<file path="config.mk">
export PLATFORM = sky130hd
export DESIGN_NAME = sync_tx_arbiter_flat
export DESIGN_NICKNAME = d
export VERILOG_FILES = /design/src/rtl/sync_tx_arbiter_if.sv /design/src/rtl/sync_tx_arbiter.sv /design/src/flat_wrapper.sv
export SDC_FILE = /design/constraint.sdc
export NUM_CORES = 1
export LEC_CHECK = 0
export BUFFER_PORTS_ARGS = -buffer_cell sky130_fd_sc_hd__buf_2
export CORE_MARGIN = 3
export CORE_UTILIZATION = 47
export DETAILED_ROUTE_END_ITERATION = 6
export PLACE_DENSITY = 0.79
export SETUP_SLACK_MARGIN = 0.15
export SLEW_MARGIN = 15
export SYNTH_ARGS = -nofsm -noshare
export SYNTH_HDL_FRONTEND = slang
export SYNTH_SLANG_ARGS = --single-unit
</file>
<file path="constraint.sdc">
create_clock -name CLK -period 1.7 [get_ports CLK]
set_clock_uncertainty 0.15 [all_clocks]
set_input_delay 0.085 -clock CLK [delete_from_list [all_inputs] [get_ports CLK]]
set_output_delay 0.085 -clock CLK [all_outputs]
set_load 0.005 [all_outputs]
</file>
<file path="src/rtl/sync_tx_arbiter_if.sv">
// Requester/synchroniser bundle for sync_tx_arbiter; carries no logic.
// Latency: none (wires only).
// Backpressure: requesters hold req until gnt; there is no ready path to the synchroniser side.
interface sync_tx_arbiter_if #(
    parameter int NUM_REQ   = 4,
    parameter int BUS_WIDTH = 8
);
    logic [NUM_REQ-1:0]           req;
    logic [NUM_REQ*BUS_WIDTH-1:0] req_data;
    logic [NUM_REQ-1:0]           gnt;
    logic [BUS_WIDTH-1:0]         Unsync_bus;
    logic                         bus_enable;
    logic                         busy;
    logic                         done;

    modport master (
        input  req,
        input  req_data,
        output gnt,
        output Unsync_bus,
        output bus_enable,
        output busy,
        output done
    );

    modport slave (
        output req,
        output req_data,
        input  gnt,
        input  Unsync_bus,
        input  bus_enable,
        input  busy,
        input  done
    );
endinterface

</file>
<file path="src/rtl/sync_tx_arbiter.sv">
// Arbitrates NUM_REQ requesters onto one bus_enable synchroniser channel; ARB_ROUND_ROBIN_EN selects round-robin, else fixed priority.
// Latency: gnt/bus_enable one edge after req sampled in IDLE; enable HOLD_CYCLES high, GAP_CYCLES low, then done.
// Backpressure: req is level and held until gnt; requests seen only in IDLE, no request is lost while held.
module sync_tx_arbiter #(
    parameter int NUM_REQ     = 4,
    parameter int BUS_WIDTH   = 8,
    parameter int HOLD_CYCLES = 6,
    parameter int GAP_CYCLES  = 2
) (
    input  logic                CLK,
    input  logic                RST,
    sync_tx_arbiter_if.master   intf
);

    localparam int MAX_CYC = (HOLD_CYCLES > GAP_CYCLES) ? HOLD_CYCLES : GAP_CYCLES;
    localparam int CNT_W   = $clog2(MAX_CYC) + 1;
    localparam int PTR_W   = $clog2(NUM_REQ);

    typedef enum logic [1:0] {
        IDLE = 2'd0,
        HOLD = 2'd1,
        GAP  = 2'd2
    } state_t;

    state_t               state_q, state_d;
    logic [CNT_W-1:0]     cnt_q, cnt_d;
    logic [NUM_REQ-1:0]   gnt_q, gnt_d;
    logic [BUS_WIDTH-1:0] bus_q, bus_d;
    logic                 en_q, en_d;
    logic                 busy_q, busy_d;
    logic                 done_q, done_d;

    logic                 found;
    logic [PTR_W-1:0]     cand;
    logic [PTR_W-1:0]     win_idx;
    logic [BUS_WIDTH-1:0] win_data;

`ifdef ARB_ROUND_ROBIN_EN
    logic [PTR_W-1:0]     ptr_q, ptr_d;
`endif

    // Winner search: starts at the pointer in round-robin, at index 0 otherwise.
    always_comb begin
        found   = 1'b0;
        cand    = '0;
        win_idx = '0;
        for (int k = 0; k < NUM_REQ; k++) begin
`ifdef ARB_ROUND_ROBIN_EN
            cand = PTR_W'((int'(ptr_q) + k) % NUM_REQ);
`else
            cand = PTR_W'(k);
`endif
            if (!found && intf.req[cand]) begin
                found   = 1'b1;
                win_idx = cand;
            end
        end
    end

    always_comb begin
        win_data = '0;
        for (int k = 0; k < NUM_REQ; k++) begin
            if (win_idx == PTR_W'(k)) begin
                win_data = intf.req_data[k*BUS_WIDTH +: BUS_WIDTH];
            end
        end
    end

    always_comb begin
        state_d = state_q;
        cnt_d   = cnt_q;
        gnt_d   = '0;
        bus_d   = bus_q;
        en_d    = en_q;
        done_d  = 1'b0;
`ifdef ARB_ROUND_ROBIN_EN
        ptr_d   = ptr_q;
`endif
        case (state_q)
            IDLE: begin
                if (found) begin
                    gnt_d   = NUM_REQ'(1) << win_idx;
                    bus_d   = win_data;
                    en_d    = 1'b1;
                    cnt_d   = CNT_W'(1);
                    state_d = HOLD;
`ifdef ARB_ROUND_ROBIN_EN
                    ptr_d   = (win_idx == PTR_W'(NUM_REQ - 1)) ? '0 : win_idx + PTR_W'(1);
`endif
                end
            end
            // cnt counts the cycle currently being spent in the phase, starting at 1.
            HOLD: begin
                if (cnt_q == CNT_W'(HOLD_CYCLES)) begin
                    en_d    = 1'b0;
                    cnt_d   = CNT_W'(1);
                    state_d = GAP;
                end else begin
                    cnt_d = cnt_q + CNT_W'(1);
                end
            end
            GAP: begin
                if (cnt_q == CNT_W'(GAP_CYCLES)) begin
                    done_d  = 1'b1;
                    cnt_d   = '0;
                    state_d = IDLE;
                end else begin
                    cnt_d = cnt_q + CNT_W'(1);
                end
            end
            default: begin
                en_d    = 1'b0;
                cnt_d   = '0;
                state_d = IDLE;
            end
        endcase
        busy_d = (state_d != IDLE);
    end

    always_ff @(posedge CLK or negedge RST) begin
        if (!RST) begin
            state_q <= IDLE;
            cnt_q   <= '0;
            gnt_q   <= '0;
            bus_q   <= '0;
            en_q    <= 1'b0;
            busy_q  <= 1'b0;
            done_q  <= 1'b0;
        end else begin
            state_q <= state_d;
            cnt_q   <= cnt_d;
            gnt_q   <= gnt_d;
            bus_q   <= bus_d;
            en_q    <= en_d;
            busy_q  <= busy_d;
            done_q  <= done_d;
        end
    end

`ifdef ARB_ROUND_ROBIN_EN
    always_ff @(posedge CLK or negedge RST) begin
        if (!RST) begin
            ptr_q <= '0;
        end else begin
            ptr_q <= ptr_d;
        end
    end
`endif

    assign intf.gnt        = gnt_q;
    assign intf.Unsync_bus = bus_q;
    assign intf.bus_enable = en_q;
    assign intf.busy       = busy_q;
    assign intf.done       = done_q;

    a_gnt_onehot: assert property (@(posedge CLK) disable iff (!RST) $onehot0(gnt_q));

endmodule

</file>
<file path="src/flat_wrapper.sv">
// flat-port wrapper written by rule: the top's interface ports become plain ports
module sync_tx_arbiter_flat 
#(
    parameter int NUM_REQ     = 4,
    parameter int BUS_WIDTH   = 8,
    parameter int HOLD_CYCLES = 6,
    parameter int GAP_CYCLES  = 2
)
  (CLK, RST, intf_req, intf_req_data, intf_gnt, intf_Unsync_bus, intf_bus_enable, intf_busy, intf_done);
  sync_tx_arbiter_if #(.NUM_REQ(NUM_REQ), .BUS_WIDTH(BUS_WIDTH)) intf_i ();
  input  logic CLK;
  input  logic RST;
  input wire logic [$bits(intf_i.req)-1:0] intf_req;
  input wire logic [$bits(intf_i.req_data)-1:0] intf_req_data;
  output wire logic [$bits(intf_i.gnt)-1:0] intf_gnt;
  output wire logic [$bits(intf_i.Unsync_bus)-1:0] intf_Unsync_bus;
  output wire logic [$bits(intf_i.bus_enable)-1:0] intf_bus_enable;
  output wire logic [$bits(intf_i.busy)-1:0] intf_busy;
  output wire logic [$bits(intf_i.done)-1:0] intf_done;
  assign intf_i.req = intf_req;
  assign intf_i.req_data = intf_req_data;
  assign intf_gnt = intf_i.gnt;
  assign intf_Unsync_bus = intf_i.Unsync_bus;
  assign intf_bus_enable = intf_i.bus_enable;
  assign intf_busy = intf_i.busy;
  assign intf_done = intf_i.done;
  sync_tx_arbiter #(.NUM_REQ(NUM_REQ), .BUS_WIDTH(BUS_WIDTH), .HOLD_CYCLES(HOLD_CYCLES), .GAP_CYCLES(GAP_CYCLES)) u_core (.CLK(CLK), .RST(RST), .intf(intf_i));
endmodule
</file>
==> impl_results.md <==
* Post-DRT Antenna Nets at 0
* Synth warn at 0
* Final wirelength at 3.52 mm
* Initial drt markers at 34
* Clock root buffer master: clkbuf_4
* Synth Area in Compound Gates at 0.227
* Seq pwr share at 0.387
* TritonCTS buffer count at 3
* RR Startpoint: u_core.state_q[0]$_DFF_PN0_
* Switching share of power at 0.399
* Combinational family with the most area after synthesis: simple AND/OR/NAND/NOR gates
* Post-synthesis net count at 173
* Vias per Instance at 5.68
* Sequential area share after synthesis at 0.426
* Mux contribution to synthesized area at 0
* Synth Area in XOR/XNOR at 0.0203
* CP Class: reg -> reg
* VDD IR-drop max at 0.830 mV
* Mapped Area at between 1000 and 1500 µm²
* Final setup TNS at 0 ns
* RSZ-0062 raised after global routing: false
* Flop-to-flop setup slack at 0.21 ns
* Yosys reg bits at 21
* Mean Syn Cell Area at 9.29 µm²
* P_sw at 0.906 mW
* Final hold viol count at 0
* Row count at 17
* Worst hold margin at 0.00249 ns
* Leak at 0.855 nW
* CTS max path bufs at 2
* Max Slew Vio Count at 0
* Gr usage total at 0.228
* CP endpoint kind: register
* Power per Cell Area at 1300 nW/µm²
* CTS HTree Levels at 1
* CP Launch Type: register
* Post-Synth Simple-Gate Area at 0.231
* Global-route wire length before repair at 5.69 mm
* Internal cell power at 1.37 mW
* Vias in the first global route at approximately 1.3k
* Reg2Reg Depth at 2
* Synth Instances at 133
* Fin cells at 232
* Critical path required time at between 1.5 and 2 ns
* # setup viols final at 0
* Post-synthesis cell type count at 38
* Antenna diodes at 0
* Max Freq at 669 MHz
* Worst Tran Pin Value at 0.447 ns
* Core area at 2340 µm²
* TritonCTS clock tree: built
* Relative max-transition margin at 0.702
* Gr ovfl total at 0
* Min Tclk post-route at 1.49 ns
* Reg clk slew, reported paths at approximately 0.11 ns
* Max_cap viols at 0
* Critical Path AT at approximately 1.6 ns
* Area grow syn2layout at 41.7%
* Antenna violations before repair at 0
* Area after DPL at 1470 µm²
* Placed Instances at 206
* DR vias at about 1.3k
* Clk sinks at 21
* Final Wtd Congestion at 0.802
* Tot Pwr at 2.27 mW
* Die height at 57.3 µm
* Crit path launch: u_core.state_q[0]$_DFF_PN0_
* Die footprint at 3280 µm²
* # DRC at 0
* Layout Nets at 245
* Initial Util at 0.528
* Design area at between 1500 and 2000 µm²
* Worst min-delay path class: in -> reg
* Period utilisation layout at 0.879
* Die Wd at around 57 µm
* Status: completed
* Combinational group share of total power at 0.507
* IO buf count at 52
* Largest net degree at the start of global routing at 22
* IO Count at between 50 and 60
* Post-synthesis adder-cell area fraction at 0.0203
* Layout cells sized above 1 at 0.392
* Clock Power Share at 0.106
* Hpwl dp at 2.30 mm
* Terminus of the critical flop-to-flop path: u_core.intf.Unsync_bus[1]$_DFFE_PN0P_
* CP Max Fanout at 19
* Setup crit end: u_core.intf.Unsync_bus[1]$_DFFE_PN0P_
* Skew-Pair Late Insertion Delay at 0.31 ns
* Drt wl/cell at 15.2 µm
* DRT Pass-1 Iters at 4
stage by stage:
stage	setup slack, ns	utilization
2_1_floorplan	0.217	-
3_3_place_gp	0.155	0.628
3_5_place_dp	0.0685	0.628
4_1_cts	0.138	0.724
5_1_grt	0.153	0.748
6_report	0.206	0.748
how the worst min path moves through the flow:
stage / from / to / depth (start not counted)
6_report: intf_req_data[4] / u_core.intf.Unsync_bus[4]$_DFFE_PN0P_ / 3
5_1_grt: intf_req_data[4] / u_core.intf.Unsync_bus[4]$_DFFE_PN0P_ / 3
4_1_cts: intf_req_data[4] / u_core.intf.Unsync_bus[4]$_DFFE_PN0P_ / 3
3_5_place_dp: RST / u_core.intf.done$_DFF_PN0_ / 1
3_3_place_gp: RST / u_core.cnt_q[3]$_DFFE_PN0P_ / 1
2_1_floorplan: RST / u_core.cnt_q[0]$_DFFE_PN0P_ / 0
layer usage:
metal	routed length, µm	vias up	global-route usage
li1	-	613	-
met1	1310	613	0.235
met2	1860	74	0.437
met3	215	17	0.0407
met4	137	0	0.106
met5	0	-	0
critical path: stages (launching register included):
cell and delay, ns:
dfrtp_2 0.50, a211o_4 0.43, o31ai_2 0.31
final cells by class:
cell class | instances | area [µm²]
fillers | 174 | 589
inverters | 3 | 11.3
clock buffers | 4 | 26.3
multi-input cells | 99 | 657
repair buffers | 77 | 493
well taps | 28 | 35.0
flip-flops and latches | 21 | 528
logic make-up (layout without fill, tap and decap cells):
kind of cell,count (synthesis),count (layout)
xor+xnor,2,2
compound gates,38,38
buf+inv,13,84
simple gates,57,57
flops,21,21
fa+ha+maj,2,2
synth_stat cells (all sizes together):
| cell | instances | area, µm² |
|---|---|---|
| o211ai | 1 | 7.51 |
| nor3b | 1 | 7.51 |
| clkbuf | 1 | 3.75 |
| xor2 | 2 | 25.0 |
| inv | 3 | 11.3 |
| nor2 | 13 | 53.8 |
| and2 | 2 | 12.5 |
| o31ai | 8 | 65.1 |
| o2bb2ai | 1 | 8.76 |
| buf | 9 | 78.8 |
| nor2b | 9 | 56.3 |
| nand2 | 18 | 67.6 |
| ha | 2 | 25.0 |
| dfrtp | 21 | 526 |
| nand3 | 3 | 15.0 |
| and3 | 2 | 12.5 |
| a21o | 2 | 15.0 |
| o21bai | 1 | 7.51 |
| a311oi | 8 | 70.1 |
| or3 | 2 | 12.5 |
| nand2b | 3 | 18.8 |
| o21ai | 2 | 13.8 |
| nor3 | 2 | 15.0 |
| o32a | 1 | 10.0 |
| o21a | 2 | 15.0 |
| or2b | 1 | 7.51 |
| nor4 | 1 | 6.26 |
| a211o | 1 | 8.76 |
| a21oi | 11 | 58.8 |
power by group through the flow:
stage	Combinational [mW]	Clock (mW)	Sequential (mW)
2_1_floorplan	0.697	0	0.809
3_3_place_gp	0.858	0	0.852
3_5_place_dp	0.919	0	0.871
4_1_cts	0.996	0.242	0.849
5_1_grt	1.27	0.279	0.905
6_report	1.15	0.240	0.879
flip-flops by register name, summed over array words and instances, names as in the netlist:
signal / cells
u_core.cnt_q: 4
u_core.intf.Unsync_bus: 8
u_core.intf.bus_enable: 1
u_core.intf.busy: 1
u_core.intf.done: 1
u_core.intf.gnt: 4
u_core.state_q: 2
cell usage in the layout, fill, tap and decap left out, types with 2 or more instances in the layout:
| cell | synthesis | routed |
|---|---|---|
| a21o_1 | 2 | 2 |
| a21oi_1 | 10 | 8 |
| a21oi_2 | 1 | 3 |
| a311oi_1 | 8 | 8 |
| and2_1 | 2 | 2 |
| and3_1 | 2 | 2 |
| buf_2 | 3 | 52 |
| buf_4 | 1 | 7 |
| clkbuf_4 | 0 | 3 |
| dfrtp_1 | 21 | 19 |
| dfrtp_2 | 0 | 2 |
| dlygate4sd3_1 | 0 | 18 |
| inv_2 | 1 | 2 |
| nand2_1 | 18 | 18 |
| nand2b_1 | 3 | 2 |
| nand3_1 | 3 | 3 |
| nor2_1 | 11 | 10 |
| nor2_2 | 2 | 3 |
| nor2b_1 | 9 | 8 |
| o21a_1 | 2 | 2 |
| o31ai_1 | 7 | 7 |
| or3_1 | 2 | 2 |
what timing repair did:
item / 4_1_cts / 5_1_grt
endpoints found under the hold margin: 32 / 0
buffers inserted: 2 / 2
pin swaps: 0 / 3
hold buffers: 18 / 0
setup endpoints to repair: 13 / 12
gates cloned: 0 / 0
gates resized for setup: 1 / 11
No activity file was read; power rests on OpenSTA's default activity.
